<file path="config.mk">
export PLATFORM = sky130hd
export DESIGN_NAME = num_entry
export DESIGN_NICKNAME = d
export VERILOG_FILES = /design/src/rtl/num_entry.sv
export SDC_FILE = /design/constraint.sdc
export NUM_CORES = 1
export LEC_CHECK = 0
export ABC_AREA = 1
export ABC_CLOCK_PERIOD_IN_PS = 2400
export CAP_MARGIN = 5
export CORE_ASPECT_RATIO = 1.75
export CORE_UTILIZATION = 46
export DETAILED_ROUTE_END_ITERATION = 8
export MAX_ROUTING_LAYER = met4
export PLACE_DENSITY = 0.73
export SYNTH_ARGS = -nofsm -noshare
export SYNTH_HDL_FRONTEND = slang
export SYNTH_SLANG_ARGS = --single-unit
</file>
<file path="constraint.sdc">
create_clock -name clk_i -period 2.4 [get_ports clk_i]
set_input_delay 0.72 -clock clk_i [delete_from_list [all_inputs] [get_ports clk_i]]
set_output_delay 0.72 -clock clk_i [all_outputs]
set_load 0.02 [all_outputs]
</file>
<file path="src/rtl/num_entry.sv">
// num_entry: keypad-side operand builder for the calculator ALU.
// Collects digit / point / sign / clear / enter keystrokes into a BCD number,
// shows a live preview on entry_o, and hands the finished number out on a
// valid/ready port (num_o / out_valid_o / out_ready_i).
// Optional feature: define NUM_ENTRY_BACKSPACE_EN to make key 14 a backspace;
// otherwise key 14 is accepted and ignored.

package calc_pkg;
   localparam int NumDigits = 8;
   localparam int ExpW      = 3;

   // value = (-1)^sign * 0.d[N-1]..d[0] * 10^exponent
   typedef struct packed {
      logic                      sign;
      logic                      error;
      logic [ExpW-1:0]           exponent;
      logic [NumDigits-1:0][3:0] significand;
   } num_t;
endpackage

module num_entry #(
   parameter int NumDigits = calc_pkg::NumDigits,
   parameter int MaxExp    = 2**calc_pkg::ExpW - 1
) (
   input  logic            clk_i,
   input  logic            rst_i,
   input  logic [3:0]      key_code_i,
   input  logic            key_valid_i,
   output logic            key_ready_o,
   output calc_pkg::num_t  entry_o,
   output calc_pkg::num_t  num_o,
   output logic            out_valid_o,
   input  logic            out_ready_i
);

   localparam int ExpW = calc_pkg::ExpW;
   localparam int CntW = $clog2(NumDigits + 1);
   localparam int IdxW = $clog2(NumDigits);

   localparam logic [3:0] KeyPoint = 4'd10;
   localparam logic [3:0] KeySign  = 4'd11;
   localparam logic [3:0] KeyEnter = 4'd12;
   localparam logic [3:0] KeyClear = 4'd13;
   localparam logic [3:0] KeyBksp  = 4'd14;

   typedef logic [NumDigits-1:0][3:0] sig_t;

   typedef enum logic {
      ST_ENTRY = 1'b0,
      ST_EMIT  = 1'b1
   } state_t;

   // Architectural state
   state_t              r_state;
   sig_t                r_buf;
   logic [CntW-1:0]     r_cnt;
   logic [CntW-1:0]     r_pt;
   logic                r_has_pt;
   logic                r_sign;
   calc_pkg::num_t      r_num;
   calc_pkg::num_t      r_entry;

   // Next-state values
   state_t              w_state_nxt;
   sig_t                w_buf_nxt;
   logic [CntW-1:0]     w_cnt_nxt;
   logic [CntW-1:0]     w_pt_nxt;
   logic                w_has_pt_nxt;
   logic                w_sign_nxt;
   logic                w_load;
   logic                w_clear;
   logic                w_key_acc;
   logic                w_is_digit;
   logic                w_digit_ok;
   logic [IdxW-1:0]     w_wr_idx;
`ifdef NUM_ENTRY_BACKSPACE_EN
   logic [IdxW-1:0]     w_bs_idx;
`endif

   // Integer-digit count clamps at MaxExp; the clamp is what flags an error.
   function automatic logic exp_overflow(input logic [CntW-1:0] pt);
      return int'(pt) > MaxExp;
   endfunction

   function automatic logic [ExpW-1:0] sat_exp(input logic [CntW-1:0] pt);
      if (exp_overflow(pt)) begin
         return ExpW'(MaxExp);
      end
      return ExpW'(pt);
   endfunction

   // Normalized view of an in-progress entry; shared by preview and enter so
   // the two can never disagree. Negative zero is folded to +0.
   function automatic calc_pkg::num_t fmt_num(input sig_t            sig,
                                              input logic [CntW-1:0] pt,
                                              input logic            sgn);
      calc_pkg::num_t n;
      n             = '0;
      n.significand = sig;
      n.exponent    = sat_exp(pt);
      n.error       = exp_overflow(pt);
      n.sign        = sgn && (sig != '0);
      return n;
   endfunction

   assign w_key_acc  = key_valid_i && key_ready_o;
   assign w_is_digit = (key_code_i <= 4'd9);
   // A digit is stored unless it is a leading integer zero or the buffer is full.
   assign w_digit_ok = !((key_code_i == 4'd0) && (r_cnt == '0) && !r_has_pt) &&
                       (int'(r_cnt) != NumDigits);
   assign w_wr_idx   = IdxW'(NumDigits - 1 - int'(r_cnt));
`ifdef NUM_ENTRY_BACKSPACE_EN
   // Last stored digit sits one position above the next write slot.
   assign w_bs_idx   = IdxW'(NumDigits - int'(r_cnt));
`endif

   // Keys are refused while in reset and while a finished number is pending.
   assign key_ready_o = (r_state == ST_ENTRY) && !rst_i;
   assign out_valid_o = (r_state == ST_EMIT);
   assign num_o       = r_num;
   assign entry_o     = r_entry;

   // Next-state logic: keystroke decode in ENTRY, handshake wait in EMIT.
   always_comb begin
      w_state_nxt  = r_state;
      w_buf_nxt    = r_buf;
      w_cnt_nxt    = r_cnt;
      w_pt_nxt     = r_pt;
      w_has_pt_nxt = r_has_pt;
      w_sign_nxt   = r_sign;
      w_load       = 1'b0;
      w_clear      = 1'b0;

      unique case (r_state)
         ST_ENTRY: begin
            if (w_key_acc) begin
               if (w_is_digit) begin
                  if (w_digit_ok) begin
                     w_buf_nxt[w_wr_idx] = key_code_i;
                     w_cnt_nxt           = r_cnt + CntW'(1);
                     if (!r_has_pt) begin
                        w_pt_nxt = r_cnt + CntW'(1);
                     end
                  end
               end else begin
                  case (key_code_i)
                     KeyPoint: w_has_pt_nxt = 1'b1;
                     KeySign:  w_sign_nxt   = !r_sign;
                     KeyEnter: begin
                        w_load      = 1'b1;
                        w_state_nxt = ST_EMIT;
                     end
                     KeyClear: w_clear = 1'b1;
                     KeyBksp: begin
`ifdef NUM_ENTRY_BACKSPACE_EN
                        // Undo the point first if nothing was typed after it.
                        if (r_has_pt && (r_cnt == r_pt)) begin
                           w_has_pt_nxt = 1'b0;
                        end else if (r_cnt != '0) begin
                           w_buf_nxt[w_bs_idx] = 4'd0;
                           w_cnt_nxt           = r_cnt - CntW'(1);
                           if (!r_has_pt) begin
                              w_pt_nxt = r_cnt - CntW'(1);
                           end
                        end
`endif
                     end
                     default: ;
                  endcase
               end
            end
         end
         ST_EMIT: begin
            if (out_ready_i) begin
               w_state_nxt = ST_ENTRY;
               w_clear     = 1'b1;
            end
         end
         default: w_state_nxt = ST_ENTRY;
      endcase

      if (w_clear) begin
         w_buf_nxt    = '0;
         w_cnt_nxt    = '0;
         w_pt_nxt     = '0;
         w_has_pt_nxt = 1'b0;
         w_sign_nxt   = 1'b0;
      end
   end

   // State register plus registered output/preview; reset drops any pending number.
   always_ff @(posedge clk_i) begin
      if (rst_i) begin
         r_state  <= ST_ENTRY;
         r_buf    <= '0;
         r_cnt    <= '0;
         r_pt     <= '0;
         r_has_pt <= 1'b0;
         r_sign   <= 1'b0;
         r_num    <= '0;
         r_entry  <= '0;
      end else begin
         r_state  <= w_state_nxt;
         r_buf    <= w_buf_nxt;
         r_cnt    <= w_cnt_nxt;
         r_pt     <= w_pt_nxt;
         r_has_pt <= w_has_pt_nxt;
         r_sign   <= w_sign_nxt;
         r_entry  <= fmt_num(w_buf_nxt, w_pt_nxt, w_sign_nxt);
         if (w_load) begin
            r_num <= fmt_num(r_buf, r_pt, r_sign);
         end
      end
   end

endmodule

</file>
==> flow_summary.json <==
{
  "yosysTopAreaCellShare_pct": 42.1,
  "layout.cell_area.non_filler_sq_mm": 0.00599,
  "ys_types": 32,
  "drt_drc_violations_left": 0,
  "post_synth_top_flop": "sky130_fd_sc_hd__dfxtp_1",
  "fillers": 733,
  "first_global_vias": 4147,
  "place.detailed.instances": 828,
  "hold_path_class": "reg -> reg",
  "cellLeakagePower_nw": 2.77,
  "tightestPinTransition_ns": 0.498,
  "synth.area.top_cells": "sky130_fd_sc_hd__dfxtp_1 (42%), sky130_fd_sc_hd__nand2_1 (12%), sky130_fd_sc_hd__o21ai_0 (6.7%)",
  "grt_pass1_wl_microns": 20400,
  "clk-insertion-delay-late_ns": 0.34,
  "finClkSkew_ns": 0.00751,
  "gpl.final_weighted_congestion": 0.967,
  "slew_violations": 0,
  "number_of_top_level_pins": 84,
  "routed_wire_length_per_instance_microns": 15.4,
  "crit_required_ns": 2.64,
  "via_per_inst": 5.13,
  "timing.critical_path.arrival_ns": 2.46,
  "synth.ff_latch_count": 85,
  "synthesis.area_per_instance_sq_um": 7.01,
  "rsz0062_at_grt": "no",
  "yosys_warnings": 0,
  "critical_path_class": "in -> reg",
  "synth-async-reset-ratio_pct": 0,
  "initial_antenna_violation_count": 0,
  "critPathCaptureType": "flop",
  "syn-num-nets": 587,
  "period_minus_slack_ns": 2.22,
  "firstDrtPassIters": 5,
  "core_area_sq_mm": 0.00842,
  "maximum_clock_path_buffer_count": 2,
  "htreeDepth": 3,
  "timing.max_cap.violations": 0,
  "grt_max_degree": 37,
  "achievable-frequency_mhz": 451,
  "cts_tree": "yes",
  "grt_remaining_overflow": 0,
  "synth_top_cell_by_area": "sky130_fd_sc_hd__dfxtp_1",
  "yosys-top-cells-count": "sky130_fd_sc_hd__nand2_1 (132), sky130_fd_sc_hd__dfxtp_1 (85), sky130_fd_sc_hd__nor2_1 (58)",
  "max-slew-margin-rel_pct": 66.5,
  "ff_latch_area_sq_mm": 0.00170,
  "setup_viol_count_final": 0,
  "synth_edf_count": 0,
  "fin_crit_sh_pct": 92.4,
  "ir_worst_vdd_mv": 0.402,
  "wirelength_microns": 13100,
  "routed-via-count": 4353,
  "sequential_fraction_of_the_synthesis_area_pct": 42.1,
  "cp-start-kind": "input port",
  "finalHoldViolations": 0,
  "core.rowCount": 44,
  "final-instance-count-excl-fill": 848,
  "multiInputGateArea_sq_mm": 0.00199,
  "cp_max_fo": 6,
  "layout-area-overhead-vs-synth_pct": 48.2,
  "portBuffers": 83,
  "floorplan.die_area_sq_mm": 0.00919,
  "dp.final_hpwl_microns": 9870,
  "placed_area_sq_mm": 0.00555,
  "cts.sinks": 85,
  "pwr_density_cell_mw_per_mm2": 589,
  "cts.reportedPaths.clkPinSlew_ns": 0.06,
  "outcome": "complete, no violations",
  "antenna_violating_nets_post_route": 0,
  "grtUsageTotal_pct": 30.4,
  "dr.first_iter.drc_count": 223,
  "drive_above_1_share_pct": 18.8,
  "synthMostInstantiatedCell": "sky130_fd_sc_hd__nand2_1",
  "die_x_extent_microns": 72.9,
  "worst-r2r-cell-count": 16,
  "worstHoldPathCells": 2,
  "die_height_microns": 126,
  "cts_buffers": 9,
  "mappedNetlistArea_sq_mm": 0.00405,
  "final_nets": 738,
  "cts.root.buffer_cell": "sky130_fd_sc_hd__clkbuf_16",
  "synth_cells": 577,
  "insertedDiodeCount": 0,
  "start_util_pct": 48.0
}
[layer usage]
metal | wire [microns] | vias to the layer above | track usage [%]
met4 | 454 | 0 | 13.0
met3 | 453 | 28 | 4.32
li1 | - | 2180 | -
met5 | 0 | - | -
met2 | 6980 | 133 | 53.7
met1 | 5210 | 2012 | 33.1
[timing repair]
item,4_1_cts,5_1_grt
gates cloned,0,2
hold endpoints to repair,0,0
setup endpoints to repair,2,2
hold buffers,0,0
gates resized for setup,8,15
pin swaps,2,5
setup buffers,1,1
[cell families after synthesis]
group	Yosys count	share of synthesized area, %
simple gates	289	33.2
flops	85	42.1
compound gates	102	13.3
xor+xnor	3	0.650
fa+ha+maj	2	0.619
buf+inv	96	10.2
[layout make-up]
cell class / count / area share [%]
sequential: 85 / 28.4
clock inverter: 6 / 1.17
clock buffer: 10 / 3.99
timing repair buffer: 168 / 26.5
inverter: 68 / 4.38
multi-input combinational: 396 / 33.2
tap: 115 / 2.40
[final timing paths]
kind	startpoint	slack, ns	end
setup reg to reg	r_cnt[0]	0.39	entry_o[36]
hold / removal	r_cnt[3]	0.46	r_cnt[3]
hold reg to reg	r_cnt[3]	0.46	r_cnt[3]
setup / recovery	key_valid_i	0.18	entry_o[36]
[critical path, cell delays in order]
cell and delay (ns):
sky130_fd_sc_hd__clkdlybuf4s50_1 0.51, sky130_fd_sc_hd__nand2_4 0.11, sky130_fd_sc_hd__o21ai_4 0.19, sky130_fd_sc_hd__nand2_4 0.15, sky130_fd_sc_hd__buf_6 0.15, sky130_fd_sc_hd__nand3_2 0.10, sky130_fd_sc_hd__nand2_1 0.09, sky130_fd_sc_hd__inv_1 0.06
sky130_fd_sc_hd__nand2_1 0.06, sky130_fd_sc_hd__nor2_1 0.09, sky130_fd_sc_hd__nand3_1 0.07, sky130_fd_sc_hd__nor2_1 0.10, sky130_fd_sc_hd__nor2_1 0.05
[sequential cells by signal, indices dropped and copies added (netlist names)]
name and cells:
entry_o 37, out_valid_o 1, num_o 37, r_pt 4, r_cnt 4, r_has_pt 1
r_sign 1
[through the flow]
stage	utilization, %	TNS, ns	worst slack [ns]	total power (W)	hold slack, ns
after detailed placement	65.9	-9.84	-0.380	0.00212	0.457
final	71.2	0	0.183	0.00353	0.463
after global routing	71.2	0	0.0705	0.00366	0.493
after floorplan	-	0	0.235	0.00183	0.430
after CTS	69.8	0	0.00970	0.00353	0.466
after global placement	65.9	-9.53	-0.401	0.00212	0.447
[report_power, final]
group / switching (W) / internal, W
Sequential: 0.0000294 / 0.00146
Clock: 0.000580 / 0.000843
Combinational: 0.000358 / 0.000266
Total: 0.000967 / 0.00256
[cells in the final DEF (no fill, tap or decap), drive strengths merged]
| cell | count |
|---|---|
| clkinv | 4 |
| nor3 | 8 |
| dlygate4sd2 | 3 |
| a211oi | 1 |
| clkinvlp | 3 |
| ha | 2 |
| or2 | 1 |
| dfxtp | 85 |
| a21oi | 42 |
| clkdlybuf4s15 | 1 |
| dlymetal6s2s | 2 |
| and3 | 2 |
| nor2 | 61 |
| nand2 | 137 |
| o21ai | 59 |
| bufinv | 1 |
| nand4 | 21 |
| inv | 66 |
| clkdlybuf4s50 | 77 |
| xor2 | 3 |
| clkbuf | 12 |
| nor4 | 8 |
| buf | 83 |
| nand3 | 51 |
No activity file was read; power rests on OpenSTA's default activity.
